<file path="src/rtl/uart_transmitter_if.sv">
// uart_transmitter_if: write handshake into the UART transmitter buffer.
// Signals: data (byte to send), send (write strobe), ready (write accepted).
interface uart_transmitter_if;
    logic [7:0] data;
    logic       send;
    logic       ready;

    modport master (
        output data,
        output send,
        input  ready
    );

    modport slave (
        input  data,
        input  send,
        output ready
    );
endinterface

</file>
<file path="src/rtl/uart_transmitter.sv">
// uart_transmitter: one-bit-per-clk UART framer (start, 8 data LSB first, even
// parity, stop, IDLE_BITS idle-high cycles) fed from a write buffer.
// Ports: clk, reset (async active-high), bus (slave: data/send/ready),
//   tx (registered line, idle high), busy, level (buffer occupancy),
//   overflow (pulse while a write is being rejected).
// Macro UART_TX_FIFO_EN: FIFO_DEPTH-entry FIFO; otherwise a one-byte holding register.
module uart_transmitter #(
    parameter int IDLE_BITS  = 1,
    parameter int FIFO_DEPTH = 4
) (
    input  logic                clk,
    input  logic                reset,
    uart_transmitter_if.slave   bus,
    output logic                tx,
    output logic                busy,
    output logic [4:0]          level,
    output logic                overflow
);

    typedef enum logic [2:0] {
        S_IDLE,
        S_START,
        S_DATA,
        S_PARITY,
        S_STOP,
        S_GAP
    } state_t;

    state_t      r_state;
    logic        r_tx;
    logic [2:0]  r_bit_idx;
    logic [3:0]  r_gap_cnt;
    logic [7:0]  r_shift;
    logic [4:0]  r_level;

    logic        w_full;
    logic        w_wr;
    logic        w_pop;
    logic        w_gap_last;
    logic [7:0]  w_head;

`ifdef UART_TX_FIFO_EN
    localparam int DEPTH = FIFO_DEPTH;
    localparam int AW    = $clog2(FIFO_DEPTH);

    logic [7:0]    r_mem [FIFO_DEPTH];
    logic [AW-1:0] r_wptr;
    logic [AW-1:0] r_rptr;

    // Power-of-two depth lets the pointers wrap naturally.
    always_ff @(posedge clk or posedge reset) begin
        if (reset) begin
            r_wptr <= '0;
            r_rptr <= '0;
        end else begin
            if (w_wr)
                r_wptr <= r_wptr + AW'(1);
            if (w_pop)
                r_rptr <= r_rptr + AW'(1);
        end
    end

    always_ff @(posedge clk) begin
        if (w_wr)
            r_mem[r_wptr] <= bus.data;
    end

    assign w_head = r_mem[r_rptr];
`else
    // Holding register: depth is always one whatever FIFO_DEPTH says.
    localparam int DEPTH = (FIFO_DEPTH > 0) ? 1 : 1;

    logic [7:0] r_hold;

    always_ff @(posedge clk or posedge reset) begin
        if (reset)
            r_hold <= '0;
        else if (w_wr)
            r_hold <= bus.data;
    end

    assign w_head = r_hold;
`endif

    // Everything below looks at pre-edge occupancy: a pop on the same
    // edge never frees room for a write to a full buffer.
    assign w_full     = (r_level == 5'(DEPTH));
    assign w_wr       = bus.send && !w_full;
    assign w_gap_last = (r_state == S_GAP) &&
                        (r_gap_cnt == 4'(IDLE_BITS - 1));
    assign w_pop      = (r_level != 5'd0) &&
                        ((r_state == S_IDLE) || w_gap_last);

    always_ff @(posedge clk or posedge reset) begin
        if (reset)
            r_level <= '0;
        else if (w_wr && !w_pop)
            r_level <= r_level + 5'd1;
        else if (!w_wr && w_pop)
            r_level <= r_level - 5'd1;
    end

    always_ff @(posedge clk or posedge reset) begin
        if (reset) begin
            r_state   <= S_IDLE;
            r_tx      <= 1'b1;
            r_bit_idx <= '0;
            r_gap_cnt <= '0;
            r_shift   <= '0;
        end else begin
            unique case (r_state)
                S_IDLE: begin
                    if (w_pop) begin
                        r_shift <= w_head;
                        r_tx    <= 1'b0;
                        r_state <= S_START;
                    end
                end
                S_START: begin
                    r_tx      <= r_shift[0];
                    r_bit_idx <= 3'd0;
                    r_state   <= S_DATA;
                end
                S_DATA: begin
                    if (r_bit_idx == 3'd7) begin
                        r_tx      <= ^r_shift;
                        r_bit_idx <= 3'd0;
                        r_state   <= S_PARITY;
                    end else begin
                        r_tx      <= r_shift[r_bit_idx + 3'd1];
                        r_bit_idx <= r_bit_idx + 3'd1;
                    end
                end
                S_PARITY: begin
                    r_tx    <= 1'b1;
                    r_state <= S_STOP;
                end
                S_STOP: begin
                    r_tx      <= 1'b1;
                    r_gap_cnt <= 4'd0;
                    r_state   <= S_GAP;
                end
                S_GAP: begin
                    if (w_gap_last) begin
                        // Chain straight into the next start bit when data waits.
                        if (w_pop) begin
                            r_shift <= w_head;
                            r_tx    <= 1'b0;
                            r_state <= S_START;
                        end else begin
                            r_tx    <= 1'b1;
                            r_state <= S_IDLE;
                        end
                    end else begin
                        r_gap_cnt <= r_gap_cnt + 4'd1;
                    end
                end
                default: begin
                    r_tx    <= 1'b1;
                    r_state <= S_IDLE;
                end
            endcase
        end
    end

    assign bus.ready = !w_full;
    assign tx        = r_tx;
    assign busy      = (r_state != S_IDLE) || (r_level != 5'd0);
    assign level     = r_level;
    assign overflow  = bus.send && w_full;

endmodule

</file>
<file path="src/flat_wrapper.sv">
// flat-port wrapper written by rule: the top's interface ports become plain ports
module uart_transmitter_flat 
#(
    parameter int IDLE_BITS  = 1,
    parameter int FIFO_DEPTH = 4
)
  (clk, reset, tx, busy, level, overflow, bus_data, bus_send, bus_ready);
  uart_transmitter_if bus_i ();
  input  logic clk;
  input  logic reset;
  output logic tx;
  output logic busy;
  output logic [4:0] level;
  output logic overflow;
  input wire logic [$bits(bus_i.data)-1:0] bus_data;
  input wire logic [$bits(bus_i.send)-1:0] bus_send;
  output wire logic [$bits(bus_i.ready)-1:0] bus_ready;
  assign bus_i.data = bus_data;
  assign bus_i.send = bus_send;
  assign bus_ready = bus_i.ready;
  uart_transmitter #(.IDLE_BITS(IDLE_BITS), .FIFO_DEPTH(FIFO_DEPTH)) u_core (.clk(clk), .reset(reset), .bus(bus_i), .tx(tx), .busy(busy), .level(level), .overflow(overflow));
endmodule
</file>
<file path="config.mk">
export PLATFORM = sky130hd
export DESIGN_NAME = uart_transmitter_flat
export DESIGN_NICKNAME = d
export VERILOG_FILES = /design/src/rtl/uart_transmitter_if.sv /design/src/rtl/uart_transmitter.sv /design/src/flat_wrapper.sv
export SDC_FILE = /design/constraint.sdc
export NUM_CORES = 1
export LEC_CHECK = 0
export CAP_MARGIN = 20
export CORE_AREA = 2 2 57 64
export CTS_CLUSTER_SIZE = 40
export DETAILED_ROUTE_END_ITERATION = 10
export DIE_AREA = 0 0 59 66
export PLACE_DENSITY = 0.86
export SYNTH_ARGS = -nofsm -noshare
export SYNTH_HDL_FRONTEND = slang
export SYNTH_SLANG_ARGS = --single-unit
export TNS_END_PERCENT = 50
</file>
<file path="constraint.sdc">
create_clock -name clk -period 2.8 [get_ports clk]
set_input_delay 0.42 -clock clk [delete_from_list [all_inputs] [get_ports clk]]
set_output_delay 0.42 -clock clk [all_outputs]
set_load 0.02 [all_outputs]
</file>
==> metrics.cfg <==
[outcome]
outcome = finished clean

[worst_hold_path]
hold_path.class = in -> async

[floorplan]
start_util_pct = 53.2
coreArea_um2 = 3250
die_y_um = 66
io_pins = 20
fp.dieArea_um2 = 3890
rows = 22
die_w_um = 59

[synth]
synth_simple_gate_area_share_pct = 13.4
ys_seq_elements = 32
seq_area_frac_synth_pct = 46.4
synth-edff-count = 0
synth_top_cell_area_share_pct = 44.9
synthMuxAreaShare_pct = 13.4
synth_area_leaders = dfrtp_1 45%, mux2_2 11%, ha_1 6.5%, xnor2_1 4.1%, o21ai_0 3.2%
yosys.area.top_type = dfrtp_1
ys_async_sr_fraction_pct = 100
synth-xor-area-share_pct = 6.58
synth_top_family_by_area = simple AND/OR/NAND/NOR gates
netlist_instances = 157
yosys.area_share.adder_pct = 6.51
avgSynthCellArea_um2 = 11.0
synth_ff_type = dfrtp_1
synth_cell_type_count = 37
netlist_area_um2 = 1730
synth_nets = 177
synth_compound_area_share_pct = 9.99
ys_warn_count = 0

[clock_tree]
htreeDepth = 2
cts_buffer_depth = 2
clk_pin_slew_ns = 0.10
ctsHoldBuffers = 0
post_cts_resize_count = 0
cts_sinks = 32
cts_root_buffer = clkbuf_4
cts_tree = built
clk_latency_ns = 0.33
cts_setup_buffers = 0
numCtsBuffers = 5

[place]
place_congestion = 0.791
placed_cell_area_um2 = 1960
post-dp-hpwl_um = 2370
io_buffers = 19

[power_and_ir_drop]
p_comb_share_pct = 50.1
power.density_nw_per_um2 = 1110
p_int_mw = 1.34
clkPwrFrac_pct = 12.0
switchingPower_mw = 0.902
power_frac_seq_pct = 37.9
leakage_nw = 0.868
peakVddDrop_uv = 553
p_sw_share_pct = 40.2

[detailed_routing]
drt_wl_total_um = 3150
num_vias = 1252
post_drt_wl_per_cell_um = 14.4
dr.first_iter.drc_count = 53
dr.pass1.iters = 4
drt-vias-per-instance = 5.72
antenna_left = 0
drt_drc_violations_left = 0

[timing]
finalHoldViolCount = 0
max_freq_mhz = 398
setup_viol = 0
finalMaxSlewViolations = 0
min_period_ns = 2.51
slew_headroom_pct = 73.4
setup_tns_ns = 0
whs_ns = 0.448
finalCritPeriodShare_pct = 89.7
worst_pin_slew_ns = 0.398
rsz0062_at_grt = false
fin_skew_ns = 0.0109

[final_layout]
nets = 202
synthToLayoutAreaGrowth_pct = 16.9
fillers = 274
diodes = 0
final_cell_area_um2 = 2020
multi_input_area_um2 = 862
drive_above_1_share_pct = 20.2
regArea_um2 = 802

[global_routing]
overflow = 0
grt_pass1_wl_um = 5550
grt_pass1_vias = 1256
grt_usage_pct = 18.8
antenna_found_initial = 0
grt_max_degree = 33

[worst_setup_path]
timing.rr.start = u_core.level[0]$_DFFE_PP0P_
cp_data_required_time_ns = 2.38
critPathMaxFanout = 7
critPathKind = reg -> out
crit_start = u_core.level[0]$_DFFE_PP0P_
worstPathArrival_ns = 2.09
start_kind = flop
crit_path_end_kind = output port

[job]
drv_cap = 0

==> Yosys cell counts, types with 2 or more instances <==
| cell | n |
|---|---|
| a21oi_1 | 7 |
| a31oi_1 | 3 |
| and3_1 | 2 |
| dfrtp_1 | 31 |
| ha_1 | 9 |
| inv_1 | 9 |
| mux2_2 | 17 |
| mux2i_1 | 4 |
| nand2_1 | 13 |
| nand3_1 | 3 |
| nand3b_1 | 3 |
| nand4_1 | 3 |
| nor2_1 | 6 |
| nor2_2 | 2 |
| nor3_1 | 2 |
| o21ai_0 | 11 |
| xnor2_1 | 8 |
| xor2_1 | 5 |
==> path summary, 6_finish.rpt <==
path                                                      end  depth (start not counted)  slack [ns]
worst max-delay path                                     busy                          6        0.29
worst min-delay path              u_core.level[4]$_DFFE_PP0P_                          3        0.45
worst max register to register    u_core.level[3]$_DFFE_PP0P_                          8        0.32
worst min register to register  u_core.r_shift[2]$_DFFE_PP0P_                          1        0.51
max in group asynchronous               u_core.tx$_DFFE_PP1P_                          3        2.03
min in group clk                u_core.r_shift[2]$_DFFE_PP0P_                          1        0.51
==> placed cells by master, fill, tap and decap left out, drive strengths merged <==
cell type,count
nor2b,1
o311a,1
nor3,3
clkbuf,6
or4,1
nor2,8
xor2,5
mux2i,4
a31o,1
dfstp,1
ha,9
a22oi,1
nand3b,3
inv,10
dfrtp,31
o21ai,11
clkdlybuf4s50,19
a21oi,7
nor3b,1
buf,3
a31oi,3
xnor2,8
nand4,3
nor4,1
nand3,3
or4b,1
and3,2
o22ai,1
nand2,14
o211ai,1
a222oi,1
mux2,17
clkinv,2
==> registers in the layout, indices dropped and copies added (netlist names) <==
signal,count
u_core.r_state,3
u_core.r_hold,8
u_core.r_bit_idx,3
u_core.r_gap_cnt,4
u_core.level,5
u_core.tx,1
u_core.r_shift,8
==> metrics by stage <==
stage | instances | setup slack [ns] | utilization (%) | power [mW]
after global routing | 219 | 0.161 | 62.2 | 2.42
after floorplan | 157 | 0.434 | - | 1.68
after CTS | 219 | 0.265 | 62.2 | 2.26
after global placement | 211 | 0.496 | 60.3 | 1.91
after detailed placement | 211 | 0.330 | 60.3 | 1.98
final | 219 | 0.288 | 62.2 | 2.25
==> critical path, cell delays in order (launching register included) <==
cell	delay [ns]
dfrtp_1	0.48
inv_1	0.11
ha_1	0.22
nand2_1	0.19
nor2_1	0.08
nand2_1	0.09
clkdlybuf4s50_1	0.60
==> power by group through the flow <==
stage	Sequential [mW]	Combinational [mW]	Clock, mW
floorplan	0.836	0.849	0
global placement	0.843	1.07	0
detailed placement	0.857	1.13	0
CTS	0.850	1.13	0.284
global route	0.883	1.23	0.303
finish	0.852	1.12	0.270
==> area by class of cell <==
class                   instances  area share (%)
multi-input cells             111            42.7
flip-flops and latches         32            39.7
repair buffers                 22            10.5
clock buffers                   6            2.54
well taps                      36            2.23
inverters                      10            1.86
clock inverters                 2           0.495
==> cell families (layout without fill, tap and decap cells) <==
group	count (synthesis)	count (layout)
simple gates	41	41
flops	32	32
compound gates	27	27
mux	21	21
buf+inv	14	40
xor+xnor	13	13
fa+ha+maj	9	9
==> metal layers <==
layer	global-route usage, %	vias to the layer above	share of wire (%)
li1	-	602	-
met1	22.2	622	42
met2	32.4	24	53
met3	5.28	4	3.5
met4	6.25	0	1.1
met5	0	-	0
Power figures use the tool's default switching activity.
